## src/rtl/fl_hw_responder.sv

```systemverilog
// fl_hw_responder: FrameLink sink with seeded LFSR ready throttling, counters and protocol checks
module fl_hw_responder #(
  parameter int DATA_WIDTH = 64,
  parameter int DREM_WIDTH = 3,
  parameter int BT_DELAY_EN_WT = 0,
  parameter int BT_DELAY_DI_WT = 10,
  parameter int BT_DELAY_LOW = 0,
  parameter int BT_DELAY_HIGH = 10,
  parameter int IT_DELAY_EN_WT = 0,
  parameter int IT_DELAY_DI_WT = 10,
  parameter int IT_DELAY_LOW = 0,
  parameter int IT_DELAY_HIGH = 10,
  parameter logic [15:0] SEED = 16'h0001
) (
  input  logic                  CLK,
  input  logic                  RESET_N,
  input  logic [DATA_WIDTH-1:0] RX_DATA,
  input  logic [DREM_WIDTH-1:0] RX_REM,
  input  logic                  RX_SOF_N,
  input  logic                  RX_SOP_N,
  input  logic                  RX_EOF_N,
  input  logic                  RX_EOP_N,
  input  logic                  RX_SRC_RDY_N,
  output logic                  RX_DST_RDY_N,
  input  logic                  ENABLE,
  output logic [31:0]           FRAME_CNT,
  output logic [31:0]           WORD_CNT,
  output logic [31:0]           BYTE_CNT,
  output logic                  ERR_PROTO,
  output logic                  BUSY
);
  typedef enum logic {XFER, WAIT} state_t;
  localparam logic [31:0] BT_SUM = 32'(BT_DELAY_EN_WT + BT_DELAY_DI_WT);
  localparam logic [31:0] BT_MOD = BT_SUM == 0 ? 32'd1 : BT_SUM;
  localparam logic [31:0] BT_SPAN = 32'(BT_DELAY_HIGH - BT_DELAY_LOW + 1);
  localparam logic [31:0] IT_SUM = 32'(IT_DELAY_EN_WT + IT_DELAY_DI_WT);
  localparam logic [31:0] IT_MOD = IT_SUM == 0 ? 32'd1 : IT_SUM;
  localparam logic [31:0] IT_SPAN = 32'(IT_DELAY_HIGH - IT_DELAY_LOW + 1);
  localparam logic [31:0] BPW = 32'(DATA_WIDTH / 8);
  state_t state, state_nx;
  logic [15:0] lfsr, lfsr_nx;
  logic [31:0] cnt, cnt_nx, d, bt_d, it_d;
  logic acc, bt_en, it_en, err_word, rdy_n_nx, unused_data;
  assign unused_data = ^RX_DATA;
  assign acc = !RX_SRC_RDY_N && !RX_DST_RDY_N;
  assign lfsr_nx = {lfsr[14:0], lfsr[15] ^ lfsr[14] ^ lfsr[12] ^ lfsr[3]};
  assign bt_en = BT_SUM != 0 && 32'(lfsr_nx[15:8]) % BT_MOD < 32'(BT_DELAY_EN_WT);
  assign it_en = IT_SUM != 0 && 32'(lfsr_nx[15:8]) % IT_MOD < 32'(IT_DELAY_EN_WT);
  assign bt_d = bt_en ? 32'(BT_DELAY_LOW) + 32'(lfsr_nx[7:0]) % BT_SPAN : '0;
  assign it_d = it_en ? 32'(IT_DELAY_LOW) + 32'(lfsr_nx[7:0]) % IT_SPAN : '0;
  assign d = RX_EOF_N ? it_d : bt_d;
  assign err_word = (!RX_SOF_N && BUSY) || (RX_SOF_N && !BUSY) ||
                    (!RX_EOF_N && RX_EOP_N) || (!RX_SOF_N && RX_SOP_N);
  always_comb begin
    state_nx = state;
    cnt_nx = cnt;
    rdy_n_nx = !ENABLE;
    if (state == XFER) begin
      if (acc && d != 0) begin
        state_nx = WAIT;
        cnt_nx = d;
        rdy_n_nx = 1'b1;
      end
    end else begin
      rdy_n_nx = 1'b1;
      if (ENABLE) begin
        cnt_nx = cnt - 32'd1;
        state_nx = cnt == 32'd1 ? XFER : WAIT;
        rdy_n_nx = cnt != 32'd1;
      end
    end
  end
  always_ff @(posedge CLK) begin
    if (!RESET_N) begin
      state <= XFER;
      cnt <= '0;
      lfsr <= SEED;
      RX_DST_RDY_N <= 1'b1;
      FRAME_CNT <= '0;
      WORD_CNT <= '0;
      BYTE_CNT <= '0;
      ERR_PROTO <= 1'b0;
      BUSY <= 1'b0;
    end else begin
      state <= state_nx;
      cnt <= cnt_nx;
      RX_DST_RDY_N <= rdy_n_nx;
      if (acc) begin
        lfsr <= lfsr_nx;
        WORD_CNT <= WORD_CNT + 32'd1;
        BYTE_CNT <= BYTE_CNT + (RX_EOP_N ? BPW : 32'(RX_REM) + 32'd1);
        FRAME_CNT <= FRAME_CNT + 32'(!RX_EOF_N);
        BUSY <= !RX_EOF_N ? 1'b0 : !RX_SOF_N ? 1'b1 : BUSY;
        ERR_PROTO <= ERR_PROTO | err_word;
      end
    end
  end
endmodule

```

## config.mk

```make
export PLATFORM = sky130hd
export DESIGN_NAME = fl_hw_responder
export DESIGN_NICKNAME = d
export VERILOG_FILES = /design/src/rtl/fl_hw_responder.sv
export SDC_FILE = /design/constraint.sdc
export NUM_CORES = 1
export LEC_CHECK = 0
export CAP_MARGIN = 0
export CELL_PAD_IN_SITES_DETAIL_PLACEMENT = 0
export CELL_PAD_IN_SITES_GLOBAL_PLACEMENT = 1
export CORE_MARGIN = 2
export CORE_UTILIZATION = 38
export DETAILED_ROUTE_END_ITERATION = 6
export GPL_TIMING_DRIVEN = 0
export PLACE_DENSITY_LB_ADDON = 0.25
export RECOVER_POWER = 100
export SYNTH_ARGS = -nofsm -noshare
export SYNTH_HDL_FRONTEND = slang
export SYNTH_SLANG_ARGS = --single-unit
```

## constraint.sdc

```tcl
create_clock -name CLK -period 6.95 [get_ports CLK]
set_input_delay 1.0425 -clock CLK [delete_from_list [all_inputs] [get_ports CLK]]
set_output_delay 1.0425 -clock CLK [all_outputs]
set_load 0.01 [all_outputs]
```

After elaboration in Yosys (flattened, before gate mapping)
Cells that the tools add are included.
Storage, ports and cells
  register bits after elaboration: 148
  bits of input ports: 75
Cells by class
  eq/ne operators: 4
  reduce and logical (&&, ||, !) cells: 19
  add/subtract/negate cells: 5
  div/mod/pow operators: 2
  mux-type cells: 14
  bitwise gates (word level): 4
  order comparisons: 1
Operators with widths (count)
  $mux W32: 4
  $mod A8 B4 Y32 const B: 2
  $add A32 B1 Y32: 1
  $add A32 B1 Y32 const B: 1
  $add A32 B4 Y32: 1
  $eq A32 B1 Y1 const B: 1
  $lt A32 B1 Y1 const B: 1
  $ne A32 B1 Y1 const B: 1
  $reduce_bool A32 Y1: 1
  $sub A32 B1 Y32 const B: 1
  $mux W1: 9
  $logic_and A1 B1 Y1: 6
  $logic_not A1 Y1: 6
  $add A3 B1 Y4 const B: 1
  $mux W4: 1
  $ne A2 B2 Y1 const B: 2
  $reduce_and A2 Y1: 2
  $logic_or A1 B1 Y1: 3
  $xor A1 B1 Y1: 3
  $reduce_bool A2 Y1: 1
  $or A1 B1 Y1: 1

Longest topological paths before layout
  word-level depth: 9
  mapped depth: 10
  gate-level depth less buffers: 8

Least setup slack after synthesis
OpenSTA, ideal clock, no wires.
  path kind: input-to-reg
  from: in RX_REM[0]
  to: reg BYTE_CNT[4]
  slack: 3807 ps
  data arrival time: 3016 ps
  data required time: 6822 ps
  cell stages on the path: 9
  buffers on the path: 2
  cell sequence: ha_1 > nor2b_1 > fa_1 > a211o_1 > o211ai_1 > clkbuf_1 > clkbuf_1 > xnor2_1 > nor2_1
Between the ends
  word-level cells in the longest chain between the ends: 3
RTL lines
  from (decl): line 18  | input logic [DREM_WIDTH-1:0] RX_REM,
  $add A3 B1 Y4: line 91  | BYTE_CNT <= BYTE_CNT + (RX_EOP_N ? BPW : 32'(RX_REM) + 32'd1);
  $mux W4: line 91
  $add A32 B4 Y32: line 91
  to (signal assigned): line 91
  to (decl): line 28  | output logic [31:0] BYTE_CNT,
No other way between the ends.
A chain may end at the register's enable or synchronous reset.

Final worst setup path
  from: in RX_REM[1]
  to: reg BYTE_CNT[17]
Same word-level chain as after synthesis.

==> run_results.csv <==
group,metric,value,unit
status,status,"completed",
timing,worst_slew_pin_slew,0.822,ns
routing,wire_per_inst,16.8,um
global_route,grt_antenna_before_repair,1,
worst_setup_path,r2r-end,"BYTE_CNT[17]$_SDFFE_PN0P_",
synthesis,yosys-top-cells-area,"dfxtp_1, or4_1, a21oi_1",
timing,slew_headroom,45.2,%
synthesis,synth_top_area_cell,"dfxtp_1",
floorplanning,pin_count,174,
global_route,track_usage,21.0,%
routing,viasPerCell,5.66,
synthesis,yosysWarnings,0,
synthesis,synth_edf_count,0,
power,powerDensity,192,mW/mm^2
run,cap_violations,0,
timing,rsz0062_at_grt,"no",
placed_design,post-place-ws,2.73,ns
floorplanning,die_w,135,um
placed_design,placed_cells,1098,
clocking,clk_pin_slew,0.06,ns
global_route,grt-ovfl-total,0,
power,p_leak,3.07,nW
placed_design,place_area,0.00794,mm^2
floorplanning,rows,48,
worst_setup_path,start_kind,"primary input",
worst_setup_path,crit_arrival,4.38,ns
worst_setup_path,worstPathCellList,"dlygate4sd3_1 -> ha_1 -> xnor2_1 -> nor2_1 -> ha_1 -> and4bb_2 -> a2bb2oi_1 -> clkbuf_1 -> clkbuf_1 -> o21ai_0 -> a21oi_1",
timing,period_share,58.1,%
timing,slew_viol_final,0,
floorplanning,die_h,135,um
timing,skew,0.00944,ns
finish,drive_gt1_share,5.41,%
worst_setup_path,crit_path_start,"RX_REM[1]",
clocking,cts_setup_buffers,0,
min_path,hold_path_class,"flop to flop",
finish,final_area,0.00846,mm^2
clocking,cts.sinks,132,
floorplanning,start_util,38.4,%
clocking,ctsHoldBuffers,0,
synthesis,yosysSeqAreaShare,40.2,%
synthesis,syn_inst,764,
routing,drcViolationCount,0,
timing,hold_viol,0,
worst_setup_path,cp_slowest_stage_delay,0.61,ns
synthesis,yosysTopAreaCellShare,40.2,%
timing,fmax,0.248,GHz
floorplanning,core_area,0.0171,mm^2
clocking,clockBufferDepth,2,
worst_setup_path,r2r_start,"RX_DST_RDY_N$_SDFF_PN1_",
worst_setup_path,crit_type,"primary input to flop",
timing,setup_ws,2.91,ns
global_route,grt_pass1_wl,30800,um
worst_setup_path,cp-endpoint,"BYTE_CNT[17]$_SDFFE_PN0P_",
timing,fin_crit,4.04,ns
synthesis,synth_area_per_cell,8.60,um^2
worst_setup_path,cp-end-kind,"flop",
finish,final_cells,1130,
synthesis,ys.flop_type,"dfxtp_1",
worst_setup_path,crit_required,7.29,ns
worst_setup_path,rrSetupSlack,4.18,ns
timing,setup_tns,0,ns
floorplanning,dieArea,0.0184,mm^2
global_route,grt_pass1_vias,5970,
placed_design,dp_hpwl,13600,um
clocking,clockRootBuffer,"clkbuf_16",
clocking,h-tree-depth,4,
clocking,cts_made_buffers,17,
routing,route.vias.total,6393,
placed_design,port_buffers,109,
clocking,clock_latency,0.42,ns
global_route,grt_max_degree,17,
worst_setup_path,crit_fanout,10,
timing,setup_violations,0,
synthesis,synth-seq-cells,132,
routing,ant_nets,0,
placed_design,gp_congestion,0.842,
finish,n_antenna_cell,0,
synthesis,async_reset_ff_share,0,%
worst_setup_path,r2r_cells,7,
synthesis,syn_area,0.00657,mm^2
clocking,cts_tree,"built",
power,irDropWorstVdd,182,uV
finish,syn2layout_area_growth,28.8,%
synthesis,synth.distinct_cells,55,
routing,first_pass_iters,5,
finish,nNetsFinal,978,
routing,wl,18900,um
synthesis,syn-num-nets,850,
worst_setup_path,critPathSlowestCell,"dlygate4sd3_1",
routing,dr.first_iter.drc_count,363,
clocking,cts_resized,0,
-- how the worst min path moves through the flow --
stage,startpoint,end,slack [ns],cells past startpoint
global route,ERR_PROTO$_SDFFE_PN0P_,ERR_PROTO$_SDFFE_PN0P_,0.48,2
CTS,ERR_PROTO$_SDFFE_PN0P_,ERR_PROTO$_SDFFE_PN0P_,0.46,2
global placement,ERR_PROTO$_SDFFE_PN0P_,ERR_PROTO$_SDFFE_PN0P_,0.44,2
detailed placement,ERR_PROTO$_SDFFE_PN0P_,ERR_PROTO$_SDFFE_PN0P_,0.45,2
finish,ERR_PROTO$_SDFFE_PN0P_,ERR_PROTO$_SDFFE_PN0P_,0.45,2
floorplan,cnt[26]$_SDFFE_PN0P_,cnt[26]$_SDFFE_PN0P_,0.45,2
-- synthesized netlist by cell type (6+ instances only) --
master    count
and3_1        7
inv_1        20
nand4_1      23
o21ai_0      17
and2_1        6
or3_1        19
clkbuf_1     37
xor2_1       26
a21oi_1      76
nand2b_1     18
nor4_1       27
xnor2_1      13
dfxtp_1     132
and4_1        8
nor2_1       48
o31ai_1      47
or4_1        52
nand2_1      64
ha_1         10
mux2i_1      17
nor3_1        6
nand3_1      31
-- cell usage in the layout (no fill, tap or decap), types with 20 or more instances in the layout --
cell type      synthesis  final
nand2_1               64     64
xor2_1                26     26
nor2_1                48     48
nor4_1                27     27
or4_1                 52     52
nand3_1               31     31
inv_1                 20     20
o31ai_1               47     47
dfxtp_1              132    132
a21oi_1               76     76
clkbuf_1              37     43
nand4_1               23     23
dlygate4sd3_1          0    104
-- kinds of logic (layout without fill, tap and decap cells) --
| kind of cell | Yosys count | in the layout | synth area share (%) |
|---|---|---|---|
| flip-flops | 132 | 132 | 40.2 |
| XOR/XNOR | 39 | 39 | 5.20 |
| buffers and inverters | 65 | 206 | 4.10 |
| AO/OA/AOI/OAI | 157 | 157 | 14.7 |
| adder cells (fa/ha/maj) | 11 | 11 | 2.21 |
| multiplexers | 17 | 17 | 2.59 |
| AND/OR/NAND/NOR | 343 | 343 | 31.0 |
-- final cells by class --
| class | instances | area (um^2) |
|---|---|---|
| fillers | 1640 | 8650 |
| well taps | 225 | 282 |
| clock inverters | 9 | 56.3 |
| plain buffers | 45 | 191 |
| repair buffers | 109 | 1090 |
| clock buffers | 23 | 468 |
| multi-input cells | 567 | 3660 |
| inverters | 20 | 75.1 |
| flip-flops and latches | 132 | 2640 |
-- state kept, by name, indices dropped and copies added, names as in the netlist --
name,count
cnt,32
BUSY,1
state,1
RX_DST_RDY_N,1
FRAME_CNT,32
WORD_CNT,32
BYTE_CNT,32
ERR_PROTO,1
-- report_power, final --
group / total, mW / switching (mW) / leakage [nW] / internal (mW)
registers: 0.762 / 0.00313 / 1.06 / 0.759
logic: 0.0545 / 0.0360 / 1.75 / 0.0185
clock network: 0.806 / 0.334 / 0.253 / 0.471
total: 1.62 / 0.374 / 3.07 / 1.25
-- critical path: cells and delay by family --
kind,cells,cell delay [ns]
xor+xnor,1,0.15
fa+ha+maj,2,0.56
compound gates,3,0.75
buf+inv,3,1.56
simple gates,2,0.32
-- layer usage --
metal  part of all wire, %  GRT usage, %
met1                    47          27.8
met2                    48          34.5
met3                   4.0          4.64
met4                   1.4          6.25
met5                 0.069             0
-- per-stage QoR --
step | util (%) | power, mW | hold slack (ns)
after floorplan | - | 0.806 | 0.450
after global placement | 46.4 | 0.834 | 0.440
after detailed placement | 46.4 | 0.835 | 0.445
after CTS | 49.5 | 1.64 | 0.458
after global routing | 49.4 | 1.68 | 0.479
final | 49.4 | 1.62 | 0.447
No activity file was read; power rests on OpenSTA's default activity.
